[src/rtl/pipe_pkg.sv]
// Shared definitions for the generic inter-stage pipeline register.
// Holds the occupancy state encodings and the flat field-slice helper.
package pipe_pkg;

    localparam logic [1:0] PIPE_ST_EMPTY = 2'd0;
    localparam logic [1:0] PIPE_ST_BUSY  = 2'd1;
    localparam logic [1:0] PIPE_ST_FULL  = 2'd2;

    // Bit offset of field idx inside a flat vector of width-bit fields.
    function automatic int unsigned field_offset(input int unsigned idx,
                                                 input int unsigned width);
        return idx * width;
    endfunction

endpackage

[src/rtl/pipe_field_bank.sv]
// NUM_FIELDS x DATA_WIDTH storage bank with synchronous clear and load enable.
// Clear wins over load.
module pipe_field_bank #(
    parameter int DATA_WIDTH = 32,
    parameter int NUM_FIELDS = 4
) (
    input  logic                           clk,
    input  logic                           i_clr,
    input  logic                           i_load,
    input  logic [NUM_FIELDS*DATA_WIDTH-1:0] i_d,
    output logic [NUM_FIELDS*DATA_WIDTH-1:0] o_q
);

    // Register the whole bank; clear has priority over load.
    always_ff @(posedge clk) begin
        if (i_clr) begin
            o_q <= '0;
        end else if (i_load) begin
            o_q <= i_d;
        end
    end

endmodule

[src/rtl/pipe_skid_reg.sv]
// Parametrised pipeline register with valid/ready handshake and a 2-entry
// skid buffer (registered o_ready, full throughput). Synchronous flush
// inserts an all-zero bubble.
// Optional debug readback of a main-bank field: define PIPE_SKID_REG_DEBUG_EN.
module pipe_skid_reg
    import pipe_pkg::*;
#(
    parameter int DATA_WIDTH = 32,
    parameter int NUM_FIELDS = 4,
    parameter int SEL_WIDTH  = (NUM_FIELDS > 1) ? $clog2(NUM_FIELDS) : 1
) (
    input  logic                             clk,
    input  logic                             i_rst,
    input  logic                             i_flush,
    input  logic                             i_valid,
    output logic                             o_ready,
    input  logic [NUM_FIELDS*DATA_WIDTH-1:0] i_fields,
    output logic                             o_valid,
    input  logic                             i_ready,
    output logic [NUM_FIELDS*DATA_WIDTH-1:0] o_fields,
    output logic [1:0]                       o_count
`ifdef PIPE_SKID_REG_DEBUG_EN
    ,
    input  logic [SEL_WIDTH-1:0]             i_dbg_sel,
    output logic [DATA_WIDTH-1:0]            o_dbg_data
`endif
);

    localparam int FW = NUM_FIELDS * DATA_WIDTH;

    if (NUM_FIELDS < 1 || SEL_WIDTH < 1) begin : g_param_check
        $error("pipe_skid_reg: NUM_FIELDS and SEL_WIDTH must be at least 1");
    end

    logic [1:0]    state;
    logic [1:0]    state_nxt;
    logic          xfer_in;
    logic          xfer_out;
    logic          main_clr;
    logic          main_load;
    logic [FW-1:0] main_d;
    logic          skid_clr;
    logic          skid_load;
    logic [FW-1:0] skid_q;

    // Handshake outputs come straight from the state register.
    assign o_valid  = (state != PIPE_ST_EMPTY);
    assign o_ready  = (state != PIPE_ST_FULL);
    assign o_count  = state;
    assign xfer_in  = i_valid & o_ready;
    assign xfer_out = o_valid & i_ready;

    // Next state and bank controls. The main bank loads either fresh input
    // or the skid entry when draining from FULL; the bank that gives up its
    // entry is cleared so empty slots always read as zero.
    always_comb begin
        state_nxt = state;
        main_clr  = 1'b0;
        main_load = 1'b0;
        main_d    = i_fields;
        skid_clr  = 1'b0;
        skid_load = 1'b0;
        if (i_rst || i_flush) begin
            state_nxt = PIPE_ST_EMPTY;
            main_clr  = 1'b1;
            skid_clr  = 1'b1;
        end else begin
            case (state)
                PIPE_ST_EMPTY: begin
                    if (xfer_in) begin
                        state_nxt = PIPE_ST_BUSY;
                        main_load = 1'b1;
                    end
                end
                PIPE_ST_BUSY: begin
                    if (xfer_in && xfer_out) begin
                        main_load = 1'b1;
                    end else if (xfer_in) begin
                        state_nxt = PIPE_ST_FULL;
                        skid_load = 1'b1;
                    end else if (xfer_out) begin
                        state_nxt = PIPE_ST_EMPTY;
                        main_clr  = 1'b1;
                    end
                end
                PIPE_ST_FULL: begin
                    if (xfer_out) begin
                        state_nxt = PIPE_ST_BUSY;
                        main_d    = skid_q;
                        main_load = 1'b1;
                        skid_clr  = 1'b1;
                    end
                end
                default: begin
                    state_nxt = PIPE_ST_EMPTY;
                    main_clr  = 1'b1;
                    skid_clr  = 1'b1;
                end
            endcase
        end
    end

    // Occupancy state register.
    always_ff @(posedge clk) begin
        state <= state_nxt;
    end

    pipe_field_bank #(
        .DATA_WIDTH (DATA_WIDTH),
        .NUM_FIELDS (NUM_FIELDS)
    ) u_main_bank (
        .clk    (clk),
        .i_clr  (main_clr),
        .i_load (main_load),
        .i_d    (main_d),
        .o_q    (o_fields)
    );

    pipe_field_bank #(
        .DATA_WIDTH (DATA_WIDTH),
        .NUM_FIELDS (NUM_FIELDS)
    ) u_skid_bank (
        .clk    (clk),
        .i_clr  (skid_clr),
        .i_load (skid_load),
        .i_d    (i_fields),
        .o_q    (skid_q)
    );

`ifdef PIPE_SKID_REG_DEBUG_EN
    // Debug readback of one main-bank field; out-of-range selects read zero.
    always_comb begin
        o_dbg_data = '0;
        for (int unsigned k = 0; k < NUM_FIELDS; k++) begin
            if (int'(i_dbg_sel) == int'(k)) begin
                o_dbg_data = o_fields[field_offset(k, DATA_WIDTH) +: DATA_WIDTH];
            end
        end
    end
`endif

endmodule
[config.mk]
export PLATFORM = sky130hd
export DESIGN_NAME = pipe_skid_reg
export DESIGN_NICKNAME = d
export VERILOG_FILES = /design/src/rtl/pipe_pkg.sv /design/src/rtl/pipe_field_bank.sv /design/src/rtl/pipe_skid_reg.sv
export SDC_FILE = /design/constraint.sdc
export NUM_CORES = 1
export LEC_CHECK = 0
export CAP_MARGIN = 40
export CORE_MARGIN = 4
export CORE_UTILIZATION = 29
export CTS_CLUSTER_SIZE = 14
export DETAILED_ROUTE_END_ITERATION = 7
export PLACE_DENSITY_LB_ADDON = 0.25
export SLEW_MARGIN = 20
export SYNTH_ARGS = -nofsm -noshare
export SYNTH_HDL_FRONTEND = slang
export SYNTH_SLANG_ARGS = --single-unit
export TNS_END_PERCENT = 30
[constraint.sdc]
create_clock -name clk -period 2.2 [get_ports clk]
set_clock_uncertainty 0.2 [all_clocks]
set_input_delay 0.44 -clock clk [delete_from_list [all_inputs] [get_ports clk]]
set_output_delay 0.44 -clock clk [all_outputs]
set_load 0.005 [all_outputs]
Yosys cells after proc, flatten, opt, wreduce, memory -nomap -nowiden
Cells that the tools add are included.

cells by class
  reduce and logical (&&, ||, !) cells = 7
  bitwise operators = 2
  equal/unequal tests = 7
  multiplexer cells = 23

operators with widths
  cell                  count
  $mux W128             3
  $mux W1               11
  $mux W2               5
  $ne A2 B2 Y1 const B  4
  $pmux W2 S3           1
  $pmux W1 S2           2
  $reduce_and A4 Y1     1
  $reduce_or A2 Y1      2
  $ne A3 B3 Y1 const B  1
  $pmux W1 S3           1
  $and A1 B1 Y1         2
  $eq A2 B1 Y1 const B  1
  $eq A2 B2 Y1 const B  1
  $logic_not A2 Y1      1
  $reduce_bool A2 Y1    1
  $logic_and A1 B1 Y1   1
  $logic_or A1 B1 Y1    1

word-level totals
  register bits = 258
  output and inout port bits = 132
  bits of input ports = 133
  word-level logic and storage cells = 42

Depth between registers and ports, before layout
  depth in word-level cells = 7
  mapped depth = 6
  gate-level depth less buffers = 4

Cells and area by module
Synthesis repeated with hierarchy kept, for this count alone.

second synthesis, totals
  cell total of the unflattened synthesis = 988
  area total of the unflattened synthesis = 11636.2 um2

by module, submodules not included
  module           cells each  instances  sequential area each (um2)  area an instance (um2)
  pipe_field_bank  412         2          2562.5                      4652.0
  pipe_skid_reg    164         1          40.0                        2332.2

Worst setup path before layout
Ideal clock, no wire load.

  path type = reg-to-reg
  start = reg state[0] (netlist: o_count[0])
  end = reg u_main_bank.o_q[96]
  setup time = 88 ps
  clock period less this slack = 1642 ps
  path buffers = 2
  slack = 558 ps
  stages on the path, launching flop included = 7
  data arrival time = 1354 ps
  data required time = 1912 ps
  path through = dfxtp_1 > nor2b_4 > o21ai_2 > and2_1 > buf_4 > buf_4 > a311oi_2

on the way
  cells in the longest elaborated chain, start to end = 7
  elaborated cells between the ends (all ways) = 21
  those cells by class = eq/ne (3); mux (12); bitwise (2); reduce/logical (4)

ends and longest elaborated chain
  item                      RTL line                                  text
  start: declaration        pipe_skid_reg.sv:35                       logic [1:0] state;
  start signal: assignment  pipe_skid_reg.sv:105                      state <= state_nxt;
  $reduce_bool A2 Y1        pipe_skid_reg.sv:47                       assign o_valid = (state != PIPE_ST_EMPTY);
  $and A1 B1 Y1             pipe_skid_reg.sv:51                       assign xfer_out = o_valid & i_ready;
  $mux W1                   pipe_skid_reg.sv:81, pipe_skid_reg.sv:87
  $mux W1                   pipe_skid_reg.sv:78                       end else if (xfer_in) begin
  $mux W1                   pipe_skid_reg.sv:76                       if (xfer_in && xfer_out) begin
  $pmux W1 S2               pipe_skid_reg.sv:68                       case (state)
  $mux W1                   pipe_skid_reg.sv:63                       if (i_rst || i_flush) begin
  end signal: assignment    pipe_field_bank.sv:19                     o_q <= i_d;
  end: declaration          pipe_field_bank.sv:11                     output logic [NUM_FIELDS*DATA_WIDTH-1:0] o_q

Several ways; a longest one is shown, not always the timed one.
A chain may end at the register's enable or synchronous reset.

Worst setup path in the final report
  start = reg u_main_bank.o_q[110]
  end = out o_fields[110]

RTL lines
  item              RTL line             text
  end: declaration  pipe_skid_reg.sv:20  output logic [NUM_FIELDS*DATA_WIDTH-1:0] o_fields,

No word-level cell between the ends.

==> out/results.ini <==
[outcome]
status = completed

[grt]
grt_use_total = 0.165
grt_pass1_vias = 9551
overflow = 0
antenna_found_initial = 0
grt_max_degree = 58
grt_pass1_wl_mm = 55.1

[critical_path]
critPathLaunchType = register
path_cells = clkdlybuf4s50_1
cp-end-kind = output pin
crit_fanout = 2
cp_num_buf_inv = 1
cp.required_ns = 1.56
cpMaxStageDelayCell = clkdlybuf4s50_1
critical_path_class = register to output pin
cp_slowest_stage_delay_ns = 0.54
cp.arrival_ns = 1.45
crit_family = buffers and inverters

[synthesis]
synth.most_common_cell = nand2_1
synth_common_cells = nand2_1 (515), dfxtp_1 (258), a21oi_1 (129), nor2_1 (129), a311oi_2 (120)
synthCells = 1290
ys_seq_elements = 258
synth_seq_area_share = 0.478
synth_warnings = 0
synth_fp_nets = 1423
syn_area_um2 = 10800
synth_cell_types = 26
synth_area_leaders = dfxtp_1 (48%), nand2_1 (18%), a311oi_2 (17%), a21oi_1 (6.0%), nor2_1 (4.5%)
avgSynthCellArea_um2 = 8.38
yosysTopAreaCellShare = 0.478
post-synth-top-area-cell = dfxtp_1
synthFlopType = dfxtp_1
synth_edf_count = 0
synthArstFlopShare = 0

[cts]
holdBufCountCts = 0
clkSinkCount = 258
clk_path_buf_depth = 3
ctsRootBufferMaster = clkbuf_16
cts_made_buffers = 29
clk_pin_slew_ns = 0.06
cts_tree = done
htree_levels = 1
clk_latency_ns = 0.53

[timing]
worst-slew-pin-transition_ns = 0.327
drv_slew = 0
fin_tns_setup_ns = 0
setup_viol = 0
finalWorstSetupSlack_ns = 0.108
max_freq_mhz = 478
whs_ns = 0.252
fin_crit_ns = 2.09
max_slew_margin = 0.780
final_hold_viol_count = 0
rsz0062_at_grt = no
finalCritPeriodShare = 0.951

[routing]
wl_per_cell_um = 17.1
drt_iter0_markers = 482
first_pass_iters = 6
avgViaCountPerCell = 4.79
vias = 9758
finalWirelength_mm = 34.8
drc = 0
ant_nets = 0

[die]
dieHeight_um = 201
ios = 265
num_rows = 70
initial_core_util = 0.295
die-area_um2 = 40400
core_area_um2 = 36700
fp.dieW_um = 201

[final_layout]
nets = 1681
antenna_cells = 0
drive_gt1_frac = 0.158
fin_util = 0.422
fill_cells = 3638
area_growth_pct = 43.2

[place]
io_buffers = 264
hpwl_mm = 23.2
routabilityCongestion = 0.750
pre_cts_ws_ns = -0.139

[run]
cap_violations = 0

[worst_hold_path]
hold_class = register to register

[power]
power_leakage_nw = 5.37
peakVddDrop_mv = 0.487
power_density_nw_per_um2 = 703

==> power by group <==
part | leakage, nW | total [mW] | internal (mW) | switching [mW]
registers | 2.10 | 4.89 | 4.80 | 0.0827
clock network | 0.444 | 4.71 | 2.82 | 1.89
logic | 2.82 | 1.30 | 0.697 | 0.599
total | 5.37 | 10.9 | 8.32 | 2.57
==> kinds of logic after synthesis <==
family,synth area share
AND/OR/NAND/NOR,0.231
AO/OA/AOI/OAI,0.236
flip-flops,0.478
buffers and inverters,0.0541
multiplexers,0.000926
==> per-layer routing <==
| layer | track usage | vias up | wire length [um] |
|---|---|---|---|
| li1 | - | 4849 | - |
| met1 | 0.219 | 4606 | 15600 |
| met2 | 0.272 | 254 | 16300 |
| met3 | 0.0350 | 49 | 2060 |
| met4 | 0.0460 | 0 | 879 |
| met5 | 0 | - | 0 |
==> cell usage in the layout, fill, tap and decap left out, drive strengths merged <==
| master | Yosys | final |
|---|---|---|
| nand2 | 515 | 515 |
| clkdlybuf4s50 | 0 | 262 |
| dfxtp | 258 | 258 |
| nor2 | 130 | 130 |
| a21oi | 129 | 129 |
| a311oi | 128 | 128 |
| buf | 92 | 75 |
| clkbuf | 20 | 46 |
| nor2b | 3 | 3 |
| o21ai | 3 | 3 |
| bufinv | 0 | 2 |
| clkinv | 0 | 2 |
| dlygate4sd2 | 0 | 2 |
| nand2b | 2 | 2 |
| and2 | 2 | 2 |
| or2 | 1 | 1 |
| nand3b | 1 | 1 |
| inv | 1 | 1 |
| and3 | 1 | 1 |
| nand3 | 1 | 1 |
| mux2i | 1 | 1 |
| o22ai | 1 | 1 |
| a2111oi | 1 | 1 |
| clkinvlp | 0 | 1 |
==> per-stage QoR <==
step                total power, mW  area [um^2]  cells
global route                   11.4        15500   2036
floorplan                      5.50        10800   1290
finish                         10.9        15500   2036
global placement               6.29        14500   1984
CTS                            11.1        15500   2036
detailed placement             6.30        14500   1984
==> layout make-up <==
type	count	area (um^2)	area share
inverter	1	3.75	0.000242
sequential	258	5170	0.334
multi-input combinational	919	5130	0.331
clock buffer	46	840	0.0542
tap	468	586	0.0378
timing repair buffer	339	3680	0.238
clock inverter	5	77.6	0.00501
==> repair_timing <==
action / in CTS / in global routing
buffers inserted: 1 / 0
gates resized for setup: 8 / 0
setup endpoints to repair: 4 / 0
==> registers in the layout (all words and copies together), names as in the netlist <==
register	cells
o_count	2
u_skid_bank.o_q	128
u_main_bank.o_q	128
==> final timing paths <==
check | from | endpoint | slack (ns) | cells past startpoint
min reg2reg | u_skid_bank.o_q[24] | u_skid_bank.o_q[24] | 0.25 | 2
max | u_main_bank.o_q[110] | o_fields[110] | 0.11 | 1
max reg2reg | o_count[1] | u_main_bank.o_q[108] | 0.34 | 6
min | u_skid_bank.o_q[24] | u_skid_bank.o_q[24] | 0.25 | 2
(Power assumes the default switching activity.)
